==> config.mk <==
export PLATFORM = sky130hd
export DESIGN_NAME = framebuffer_scanout
export DESIGN_NICKNAME = d
export VERILOG_FILES = /design/src/rtl/framebuffer_scanout.sv
export SDC_FILE = /design/constraint.sdc
export NUM_CORES = 1
export LEC_CHECK = 0
export BUFFER_PORTS_ARGS = -buffer_cell sky130_fd_sc_hd__buf_4
export CAP_MARGIN = 20
export CORE_ASPECT_RATIO = 0.5
export CORE_MARGIN = 2
export CORE_UTILIZATION = 45
export DETAILED_ROUTE_END_ITERATION = 8
export PLACE_DENSITY = 0.83
export RECOVER_POWER = 25
export REMOVE_ABC_BUFFERS = 1
export SLEW_MARGIN = 10
export SYNTH_ARGS = -nofsm -noshare
export SYNTH_HDL_FRONTEND = slang
export SYNTH_SLANG_ARGS = --single-unit
==> constraint.sdc <==
create_clock -name clk -period 2.2 [get_ports clk]
set_input_delay 0.44 -clock clk [delete_from_list [all_inputs] [get_ports clk]]
set_output_delay 0.44 -clock clk [all_outputs]
set_load 0.02 [all_outputs]
==> src/rtl/framebuffer_scanout.sv <==
`timescale 1ns/1ps
// Display-side raster scanner for a double-buffered framebuffer: generates timing,
// streams the front buffer with aligned de/sync, and owns the vblank buffer-swap handshake.
module framebuffer_scanout #(
  parameter int DISPLAY_WIDTH         = 100,
  parameter int DISPLAY_HEIGHT        = 100,
  parameter int FRAMEBUFFER_DATA_BITS = 16,
  parameter int FRAMEBUFFER_ADDR_BITS = $clog2(DISPLAY_WIDTH * DISPLAY_HEIGHT),
  parameter int H_FRONT               = 4,
  parameter int H_SYNC                = 8,
  parameter int H_BACK                = 4,
  parameter int V_FRONT               = 2,
  parameter int V_SYNC                = 2,
  parameter int V_BACK                = 2,
  parameter bit SYNC_ACTIVE_LOW       = 1'b1
) (
  input  logic                             clk,
  input  logic                             rst,
  output logic                             frame_start,
  input  logic                             frame_done,
  output logic                             display_buffer_sel,
  output logic [FRAMEBUFFER_ADDR_BITS-1:0] framebuffer_rd_addr,
  input  logic [FRAMEBUFFER_DATA_BITS-1:0] framebuffer_rd_data,
  output logic [FRAMEBUFFER_DATA_BITS-1:0] pixel_data,
  output logic                             pixel_de,
  output logic                             hsync,
  output logic                             vsync,
  output logic [7:0]                       frame_repeat_count
);

  localparam int H_TOTAL = DISPLAY_WIDTH + H_FRONT + H_SYNC + H_BACK;
  localparam int V_TOTAL = DISPLAY_HEIGHT + V_FRONT + V_SYNC + V_BACK;
  localparam int HW      = $clog2(H_TOTAL);
  localparam int VW      = $clog2(V_TOTAL);

  localparam logic [HW-1:0] H_LAST   = HW'(H_TOTAL - 1);
  localparam logic [HW-1:0] H_ACT    = HW'(DISPLAY_WIDTH);
  localparam logic [HW-1:0] HS_BEGIN = HW'(DISPLAY_WIDTH + H_FRONT);
  localparam logic [HW-1:0] HS_END   = HW'(DISPLAY_WIDTH + H_FRONT + H_SYNC);
  localparam logic [VW-1:0] V_LAST   = VW'(V_TOTAL - 1);
  localparam logic [VW-1:0] V_ACT    = VW'(DISPLAY_HEIGHT);
  localparam logic [VW-1:0] V_SWAP   = VW'(DISPLAY_HEIGHT - 1);
  localparam logic [VW-1:0] VS_BEGIN = VW'(DISPLAY_HEIGHT + V_FRONT);
  localparam logic [VW-1:0] VS_END   = VW'(DISPLAY_HEIGHT + V_FRONT + V_SYNC);
  localparam logic [FRAMEBUFFER_ADDR_BITS-1:0] ADDR_LAST =
    FRAMEBUFFER_ADDR_BITS'(DISPLAY_WIDTH * DISPLAY_HEIGHT - 1);
  localparam logic SYNC_IDLE = SYNC_ACTIVE_LOW;

  typedef enum logic [1:0] {ST_START, ST_RENDERING, ST_READY} state_t;

  logic [HW-1:0]                    h_cnt_reg;
  logic [VW-1:0]                    v_cnt_reg;
  logic [FRAMEBUFFER_ADDR_BITS-1:0] addr_reg;
  logic                             de_reg, hsync_reg, vsync_reg;
  logic                             done_prev_reg;
  state_t                           state_reg, state_next;
  logic                             sel_reg, sel_next;
  logic                             start_reg, start_next;
  logic [7:0]                       repeat_reg, repeat_next;

  logic h_end, v_end, active, h_sync_on, v_sync_on, swap_point, done_edge;

  assign h_end      = (h_cnt_reg == H_LAST);
  assign v_end      = (v_cnt_reg == V_LAST);
  assign active     = (h_cnt_reg < H_ACT) && (v_cnt_reg < V_ACT);
  assign h_sync_on  = (h_cnt_reg >= HS_BEGIN) && (h_cnt_reg < HS_END);
  assign v_sync_on  = (v_cnt_reg >= VS_BEGIN) && (v_cnt_reg < VS_END);
  // Edge on which v_cnt steps into the first vblank line
  assign swap_point = h_end && (v_cnt_reg == V_SWAP);
  assign done_edge  = frame_done & ~done_prev_reg;

  always_ff @(posedge clk or negedge rst) begin
    if (!rst) begin
      h_cnt_reg <= '0;
      v_cnt_reg <= '0;
      addr_reg  <= '0;
      de_reg    <= 1'b0;
      hsync_reg <= SYNC_IDLE;
      vsync_reg <= SYNC_IDLE;
    end else begin
      if (h_end) begin
        h_cnt_reg <= '0;
        v_cnt_reg <= v_end ? '0 : v_cnt_reg + 1'b1;
      end else begin
        h_cnt_reg <= h_cnt_reg + 1'b1;
      end
      // Wrapping on the last active pixel keeps the address inside the buffer through vblank
      if (h_end && v_end)
        addr_reg <= '0;
      else if (active)
        addr_reg <= (addr_reg == ADDR_LAST) ? '0 : addr_reg + 1'b1;
      de_reg    <= active;
      hsync_reg <= SYNC_ACTIVE_LOW ? ~h_sync_on : h_sync_on;
      vsync_reg <= SYNC_ACTIVE_LOW ? ~v_sync_on : v_sync_on;
    end
  end

  always_ff @(posedge clk or negedge rst) begin
    if (!rst) begin
      state_reg     <= ST_START;
      sel_reg       <= 1'b0;
      start_reg     <= 1'b0;
      repeat_reg    <= 8'd0;
      done_prev_reg <= 1'b0;
    end else begin
      state_reg     <= state_next;
      sel_reg       <= sel_next;
      start_reg     <= start_next;
      repeat_reg    <= repeat_next;
      done_prev_reg <= frame_done;
    end
  end

  always_comb begin
    state_next  = state_reg;
    sel_next    = sel_reg;
    start_next  = 1'b0;
    repeat_next = repeat_reg;
    case (state_reg)
      ST_START: begin
        state_next = ST_RENDERING;
        start_next = 1'b1;
      end
      ST_RENDERING: begin
        if (swap_point && (repeat_reg != 8'hFF))
          repeat_next = repeat_reg + 8'd1;
        if (done_edge)
          state_next = ST_READY;
      end
      ST_READY: begin
        if (swap_point) begin
          sel_next   = ~sel_reg;
          start_next = 1'b1;
          state_next = ST_RENDERING;
        end
      end
      default: state_next = ST_START;
    endcase
  end

  assign framebuffer_rd_addr = addr_reg;
  // Read data lands one clock after its address, in step with the delayed strobe
  assign pixel_data          = de_reg ? framebuffer_rd_data : '0;
  assign pixel_de            = de_reg;
  assign hsync               = hsync_reg;
  assign vsync               = vsync_reg;
  assign frame_start         = start_reg;
  assign display_buffer_sel  = sel_reg;
  assign frame_repeat_count  = repeat_reg;

endmodule
==> results of run 1 <==
==> kinds of logic after synthesis <==
group                      synth area share (%)
adders and majority gates                 3.254
xor gates and xnor gates                  5.314
and+or+nand+nor                           28.42
DFF                                       47.83
muxes                                    0.9761
AOI/OAI and AO/OA                         10.79
buffers and inverters                     3.416
==> layout make-up <==
cell class                      instances  area [sq um]  share of cell area (%)
Inverter                                6         22.52                  0.7497
Tap cell                               70         87.58                   2.915
Multi-Input combinational cell        184          1131                   37.65
Timing Repair Buffer                   71         530.5                   17.66
Sequential cell                        44          1104                   36.73
Clock buffer                            5         68.82                   2.291
Clock inverter                          2         60.06                   1.999
==> worst paths after layout <==
check                                          endpoint  depth (start not counted)
worst max-delay path              frame_repeat_count[7]                          5
worst min-delay path                      done_prev_reg                          1
worst max register to register    frame_repeat_count[7]                          5
worst min register to register             h_cnt_reg[0]                          1
max in group asynchronous       framebuffer_rd_addr[10]                          1
min in group asynchronous                 done_prev_reg                          1
==> metal layers <==
| layer | vias up | part of all wire, % |
|---|---|---|
| li1 | 1000 | - |
| met1 | 971 | 42 |
| met2 | 73 | 49 |
| met3 | 7 | 7.2 |
| met4 | 0 | 1.3 |
| met5 | - | 0 |
==> cells in the final DEF (no fill, tap or decap), drive strengths merged, types with 3 or more instances in the layout <==
cell type	n
nor2	18
nor3	13
and3	7
o31ai	4
clkbuf	7
dfrtp	42
o22ai	3
nand2	20
o211ai	3
nand4	7
nand2b	5
xnor2	4
a21oi	6
o21ai	19
nor4	3
or4	3
inv	5
and2	17
ha	6
nand3	19
xor2	10
buf	69
==> stage by stage <==
| step | area, sq um | util, % | setup slack [ns] | std cells |
|---|---|---|---|---|
| after floorplan | 2251 | - | 0.1355 | 234 |
| after global placement | 2872 | 58.22 | 0.1531 | 375 |
| after detailed placement | 2872 | 58.22 | 0.08763 | 375 |
| after CTS | 3000 | 60.83 | 0.08157 | 382 |
| after global routing | 3004 | 60.91 | 0.004827 | 382 |
| final | 3004 | 60.91 | 0.1198 | 382 |
==> power by group through the flow <==
stage               logic, mW  clock network (mW)  registers, mW
floorplan              0.0324                   0          0.825
global placement       0.0945                   0          0.825
detailed placement     0.0958                   0          0.825
CTS                    0.0959               0.733          0.809
global route            0.101               0.773          0.809
finish                 0.0932               0.728          0.809
==> critical path, cell delays in order (launching register included) <==
cell,delay (ns)
dfrtp_1,0.41
nand2_1,0.14
or4_4,0.44
or4_4,0.63
nor3_2,0.22
xor2_1,0.16
==> flow_summary.ini, run 1 <==
[pwr]
leakagePower_nw = 1.392
fin_total_pwr_mw = 1.630
p_comb_share_pct = 5.7
switching_share_pct = 20.16
irDropWorstVdd_mv = 0.2598
p_per_area_nw_per_um2 = 542.7
intPower_mw = 1.302
p_seq_share_pct = 49.6
p_clk_share_pct = 44.7
power_switching_uw = 328.7

[clock_tree]
post_cts_buffers = 0
root_buffer = clkbuf_8
cts_num_sinks = 44
clk_pin_slew_ns = 0.08
htree_levels = 2
numCtsBuffers = 5
clk_latency_ns = 0.30
postCtsHoldBufs = 0
cts_tree = yes
clock_path_buffers = 2
cts_resized = 0

[floorplanning]
ioPinCount = 62
core_area_sq_um = 4932
start_util_pct = 46.78
die-area_sq_um = 5751
die_h_microns = 54.63
die_w_microns = 105.3
row_count = 18

[drt]
drc = 0
wl_per_cell_microns = 13.65
final_antenna_net_count = 0
viasPerCell = 5.369
dr.pass1.iters = 4
wirelength_mm = 5.215
drtIter0Drc = 102
num_vias = 2051

[global_routing]
grt_max_degree = 45
grt_pass1_wl_mm = 8.459
overflow = 0
grtUsageMet1_pct = 21.71
busiest_layer = met2
grt_pass1_vias = 1888
grt.met2_usage_pct = 35.48
antenna_found_initial = 0
grt_usage_pct = 19.09
use_met3_pct = 5.595

[synthesis]
yosys.cell_types.count = 40
async_flop_share_pct = 100.0
ys_top_cells_by_count = dfrtp_1 (42), nand2_1 (20), nand3_1 (19), o21ai_0 (19), nor2_1 (18)
synth_area_leaders = dfrtp_1 (46%), and2_1 (4.6%), nand3_1 (4.1%), o21ai_0 (4.1%), xor2_1 (3.8%)
synth_flop_cell = dfrtp_1
yosys.area.top_type_share_pct = 45.55
synth_seq_cells = 44
synth_warnings = 0
yosysMostFrequentCell = dfrtp_1
synthesis.area_sq_um = 2307
syn_area_per_cell_sq_um = 9.456
synth_area_leader_cell = dfrtp_1
syn_inst = 244
synth_edf_count = 0
yosysSeqAreaShare_pct = 47.83

[setup_path]
reg2reg_slack_ns = 0.12
required_ns = 2.43
crit_type = flop to flop
critPathLaunchType = flop
end_kind = flop
startpoint = v_cnt_reg[5]
worstPathArrival_ns = 2.31
reg2reg_from = v_cnt_reg[5]
critPathMaxFanout = 8

[job]
drv_cap = 0

[sta]
hold_violations = 0
setup_tns_ns = 0
worst_slew_pin_slew_ns = 1.084
drv_slew = 0
hold_slack_ns = 0.2740
finClkSkew_ns = 0.006701
min_period_over_period_pct = 94.55
rsz0062_at_grt = false
timing.fmax_ghz = 0.4807
final-setup-viol-count = 0
slew_headroom_pct = 27.72
finalWorstPathRequiredPeriod_ns = 2.080

[place]
gp_congestion = 0.8712
portBuffers = 61
dp_hpwl_mm = 3.747

[cells_and_area]
layout-drive-gt1-share_pct = 28.21
largest_reg_flops = 14
nets = 337
area_growth_pct = 30.21
diodes = 0
fillers = 412

[status]
status = finished clean

[worst_hold_path]
hold_start = frame_done
hold_path.class = input port to flop
No activity file was read; power rests on OpenSTA's default activity.
==> run 2: changes to the inputs <==
--- a/config.mk
+++ b/config.mk
@@ -5,13 +5,15 @@
 export SDC_FILE = /design/constraint.sdc
 export NUM_CORES = 1
 export LEC_CHECK = 0
+export ABC_AREA = 1
 export BUFFER_PORTS_ARGS = -buffer_cell sky130_fd_sc_hd__buf_4
 export CAP_MARGIN = 20
 export CORE_ASPECT_RATIO = 0.5
 export CORE_MARGIN = 2
 export CORE_UTILIZATION = 45
+export CTS_BUF_LIST = sky130_fd_sc_hd__clkbuf_8
 export DETAILED_ROUTE_END_ITERATION = 8
-export PLACE_DENSITY = 0.83
+export PLACE_DENSITY = 0.81
 export RECOVER_POWER = 25
 export REMOVE_ABC_BUFFERS = 1
 export SLEW_MARGIN = 10
==> flow_summary.ini, run 2 <==
[sta]
hold_slack_ns = 0.2698
drv_slew = 0
worst_slew_pin_slew_ns = 1.085
slew_headroom_pct = 27.70
timing.fmax_ghz = 0.5914
min_period_over_period_pct = 76.86
hold_violations = 0
setup_tns_ns = 0
final-setup-viol-count = 0
finClkSkew_ns = 0.01322
finalWorstPathRequiredPeriod_ns = 1.691
rsz0062_at_grt = false

[global_routing]
grt_max_degree = 45
antenna_found_initial = 0
grt.met2_usage_pct = 29.95
use_met3_pct = 5.439
grtUsageMet1_pct = 23.17
grt_usage_pct = 18.02
grt_pass1_wl_mm = 9.501
overflow = 0
busiest_layer = met2
grt_pass1_vias = 2178

[cells_and_area]
fillers = 520
nets = 460
multi_input_area_sq_um = 1296
layout-drive-gt1-share_pct = 18.81
area_growth_pct = 22.66
register_area_sq_um = 1104
utilization_pct = 58.19
largest_reg_flops = 14
final_common_cell = nand2_1
final_cell_mix = nand2_1 (137), buf_4 (59), inv_1 (52)
diodes = 0
final-instance-count-excl-fill = 509

[pwr]
power_switching_uw = 437.6
switching_share_pct = 27.92
p_clk_share_pct = 33.1
leakagePower_nw = 1.891
p_per_area_nw_per_um2 = 484.1
p_seq_share_pct = 54.3
p_comb_share_pct = 12.6
irDropWorstVdd_mv = 0.3159
fin_total_pwr_mw = 1.567
intPower_mw = 1.129

[setup_path]
max_stage_delay_ns = 0.63
worstPathArrival_ns = 1.25
cpLargestDelayFamily = flip-flops
critPathMaxFanout = 17
startpoint = pixel_de
cp_cell_sequence = nand2_1, inv_1, buf_4
critPathLaunchType = flop
required_ns = 1.76
reg2reg_from = h_cnt_reg[0]
end_kind = output pin
critical_path_buf_inv_count = 2
slowest_stage = dfrtp_1
crit_type = flop to output pin

[synthesis]
yosys.cell_types.count = 30
async_flop_share_pct = 100.0
syn_area_per_cell_sq_um = 7.074
yosysMostFrequentCell = nand2_1
synth_area_leaders = dfrtp_1 (40%), nand2_1 (19%), inv_1 (7.4%), nor2_1 (5.8%), nand3_1 (5.7%)
synthesis.area_sq_um = 2639
synth_flop_cell = dfrtp_1
yosysSeqAreaShare_pct = 41.82
syn_inst = 373
synth_edf_count = 0
yosys.area.top_type_share_pct = 39.83
ys_top_cells_by_count = nand2_1 (137), inv_1 (52), dfrtp_1 (42), nor2_1 (41), nand3_1 (30)
synth_area_leader_cell = dfrtp_1
synth_warnings = 0
synth_seq_cells = 44

[drt]
viasPerCell = 4.855
drtIter0Drc = 128
wirelength_mm = 5.733
final_antenna_net_count = 0
num_vias = 2471
wl_per_cell_microns = 11.26
dr.pass1.iters = 4
drc = 0

[floorplanning]
start_util_pct = 47.44
die_w_microns = 112.3
die-area_sq_um = 6530
row_count = 19
core_area_sq_um = 5563
die_h_microns = 58.15
ioPinCount = 62

[worst_hold_path]
hold_start = frame_done
hold_path.class = input port to flop

[place]
dp_hpwl_mm = 4.132
gp_congestion = 0.9578
portBuffers = 61
placed_cells = 501

[clock_tree]
cts_tree = yes
postCtsHoldBufs = 0
numCtsBuffers = 5
post_cts_buffers = 0
clk_latency_ns = 0.31
clk_pin_slew_ns = 0.09
cts_num_sinks = 44
clock_path_buffers = 2
cts_resized = 0
htree_levels = 2
root_buffer = clkbuf_8

[status]
status = finished clean

[job]
drv_cap = 0
[run 2: cell count changes after synthesis, moves of 7 or more]
cell,before,now
inv_1,5,52
nand3_1,19,30
nand2_1,20,137
nor2_1,18,41
and2_1,17,0
o21ai_0,19,8
nor3_1,10,2
and3_1,7,0
[run 2: kinds of logic (layout without fill, tap and decap cells)]
kind of cell    count (synthesis)  in the layout  share of synthesized area (%)
simple gates                  235            235                          39.17
buf+inv                        60            123                          9.056
flops                          44             44                          41.82
compound gates                 17             17                          3.462
xor+xnor                       11             11                          3.651
fa+ha+maj                       6              6                          2.845
[run 2: worst paths after layout]
kind / end / slack (ns) / depth (start not counted)
setup / recovery: pixel_data[6] / 0.51 / 3
hold / removal: done_prev_reg / 0.27 / 1
setup reg to reg: framebuffer_rd_addr[9] / 0.54 / 8
hold reg to reg: h_cnt_reg[0] / 0.48 / 1
max in group asynchronous: framebuffer_rd_addr[4] / 1.21 / 1
min in group asynchronous: v_cnt_reg[2] / 0.32 / 1
[run 2: layout make-up]
class	instances	area share, %
clock inverters	3	0.5798
repair buffers	61	14.07
well taps	73	2.822
clock buffers	5	2.126
multi-input cells	269	40.05
flip-flops and latches	44	34.09
inverters	54	6.262
[run 2: worst reg2reg max path, cell delays in order, from the launching register on]
cell,delay (ns)
dfrtp_1,0.41
ha_1,0.24
nand2_2,0.13
nor2_8,0.08
nand2_4,0.12
nand2_1,0.07
nor2_2,0.37
nand2_1,0.12
nand2_1,0.08
[run 2: through the flow]
stage          cell area (sq um)  worst slack [ns]
6_report                    3237            0.5090
3_5_place_dp                3152            0.5337
2_1_floorplan               2603            0.7187
4_1_cts                     3239            0.4884
3_3_place_gp                3152            0.6134
5_1_grt                     3237            0.3952
[run 2: layer usage]
metal | vias to the layer above | share of wire (%)
met2 | 80 | 45
met1 | 1102 | 47
met4 | 0 | 0.77
met3 | 4 | 7.8
met5 | - | 0
li1 | 1285 | -
[run 2: power by group through the flow]
stage / logic [mW] / clock network [mW] / registers [mW]
6_report: 0.197 / 0.519 / 0.851
5_1_grt: 0.217 / 0.552 / 0.859
4_1_cts: 0.201 / 0.523 / 0.852
3_5_place_dp: 0.199 / 0 / 0.866
3_3_place_gp: 0.200 / 0 / 0.868
2_1_floorplan: 0.0968 / 0 / 0.875
==> run 3: changes to the inputs <==
==> constraint.sdc (replaced) <==
create_clock -name clk -period 1.4 [get_ports clk]
set_input_delay 0.28 -clock clk [delete_from_list [all_inputs] [get_ports clk]]
set_output_delay 0.28 -clock clk [all_outputs]
set_load 0.02 [all_outputs]
==> flow_summary.ini, run 3 (same netlist as run 2, synthesis figures left out) <==
[cells_and_area]
layout-drive-gt1-share_pct = 36.34
final-instance-count-excl-fill = 560
nets = 511
final_common_cell = nand2_1
area_growth_pct = 47.32
final_cell_mix = nand2_1 (119), buf_4 (89), dfrtp_1 (40)
diodes = 0
fillers = 405
register_area_sq_um = 1106
multi_input_area_sq_um = 1441
largest_reg_flops = 14

[drt]
num_vias = 2780
dr.pass1.iters = 5
wirelength_mm = 6.732
drtIter0Drc = 101
drc = 0
final_antenna_net_count = 0
viasPerCell = 4.964
wl_per_cell_microns = 12.02

[setup_path]
cpLargestDelayFamily = simple AND/OR/NAND/NOR gates
critPathMaxFanout = 8
critPathLaunchType = flop
cp_cell_sequence = ha_4, nand2_4, nor2_8, nand2_4, nor2_4, buf_12, nand3_1, nand2_2
reg2reg_from = h_cnt_reg[1]
worstPathArrival_ns = 1.67
required_ns = 1.65
max_stage_delay_ns = 0.40
crit_path_frequent_cell = nand2_4
crit_type = flop to flop
startpoint = h_cnt_reg[1]
critical_path_buf_inv_count = 1
end_kind = flop
slowest_stage = dfrtp_1

[clock_tree]
clk_pin_slew_ns = 0.09
htree_levels = 2
cts_num_sinks = 44
numCtsBuffers = 5
root_buffer = clkbuf_8
cts_tree = yes
clock_path_buffers = 2
clk_latency_ns = 0.31

[floorplanning]
die_h_microns = 58.15
row_count = 19
die-area_sq_um = 6530
core_area_sq_um = 5563
start_util_pct = 47.44
ioPinCount = 62
die_w_microns = 112.3

[sta]
final-setup-viol-count = 5
finClkSkew_ns = 0.008931
slew_headroom_pct = 63.90
min_period_over_period_pct = 101.7
timing.fmax_ghz = 0.7024
finalWorstPathRequiredPeriod_ns = 1.424
setup_tns_ns = -0.04254
hold_violations = 0
fin_ws_ns = -0.02368
worst_slew_pin_slew_ns = 0.5415
drv_slew = 0
rsz0062_at_grt = true

[global_routing]
antenna_found_initial = 0
overflow = 0
grt_max_degree = 45
grt_usage_pct = 21.18
grt_pass1_vias = 2493
grt_pass1_wl_mm = 11.07

[pwr]
irDropWorstVdd_mv = 0.5061
p_per_area_nw_per_um2 = 704.9
leakagePower_nw = 2.180

[status]
failed_checks = setup timing
status = finished, violations left

[worst_hold_path]
hold_start = frame_done
hold_path.class = input port to flop

[place]
placed_cells = 541
dp_hpwl_mm = 4.539
gp_congestion = 0.8884
portBuffers = 61
pre_cts_slack_ns = -0.1536

[job]
drv_cap = 0
==> run 3: path summary, 6_finish.rpt <==
check / to / slack [ns] / depth (start not counted)
worst max-delay path: frame_repeat_count[5] / -0.02 / 8
worst min-delay path: done_prev_reg / 0.11 / 1
worst max register to register: frame_repeat_count[5] / -0.02 / 8
worst min register to register: display_buffer_sel / 0.49 / 1
max in group asynchronous: pixel_de / 0.50 / 2
min in group asynchronous: v_cnt_reg[3] / 0.51 / 2
==> run 3: what timing repair did <==
| action | CTS | global route |
|---|---|---|
| hold buffers | 1 | 0 |
| buffers inserted | 3 | 6 |
| setup endpoints to repair | 41 | 46 |
| gates cloned | 1 | 0 |
| pin swaps | 3 | 13 |
| endpoints found under the hold margin | 42 | 0 |
| gates resized for setup | 13 | 67 |
==> run 3: metal layers <==
layer / part of all wire, % / wire (microns) / track usage [%] / vias to the layer above
met5: 0 / 0 / 0 / -
met2: 45 / 3031 / 34.85 / 130
met3: 9.3 / 623 / 5.649 / 20
met1: 43 / 2928 / 27.41 / 1242
li1: - / - / - / 1388
met4: 2.2 / 148 / 8.014 / 0
==> run 3: layout make-up <==
cell class | instances | area share, %
Clock buffer | 6 | 2.124
Tap cell | 73 | 2.350
Timing Repair Buffer | 111 | 23.66
Clock inverter | 2 | 0.9977
Inverter | 54 | 5.343
Multi-Input combinational cell | 270 | 37.08
Sequential cell | 44 | 28.45
==> run 3: stage by stage <==
step	total power, mW	utilization, %	hold WS (ns)	cell area (sq um)
after floorplan	1.527	-	-0.01559	2603
after global placement	1.679	62.28	0.3132	3465
after detailed placement	1.684	62.28	0.3089	3465
after global routing	2.868	69.88	0.09352	3887
after CTS	2.739	65.99	0.07823	3671
final	2.740	69.88	0.1098	3887
==> run 3: worst register-to-register path, delay by kind of cell (launching register included) <==
kind,cells,cell delay [ns]
fa+ha+maj,1,0.17
buf+inv,1,0.13
flops,1,0.40
simple gates,6,0.67
==> run 3: report_power, final <==
group          leakage [nW]  internal [mW]  switching, mW  total (mW)
Clock                0.0614          0.584          0.468        1.05
Combinational          1.55          0.135          0.212       0.347
Sequential            0.566           1.31         0.0297        1.34
Total                  2.18           2.03          0.710        2.74
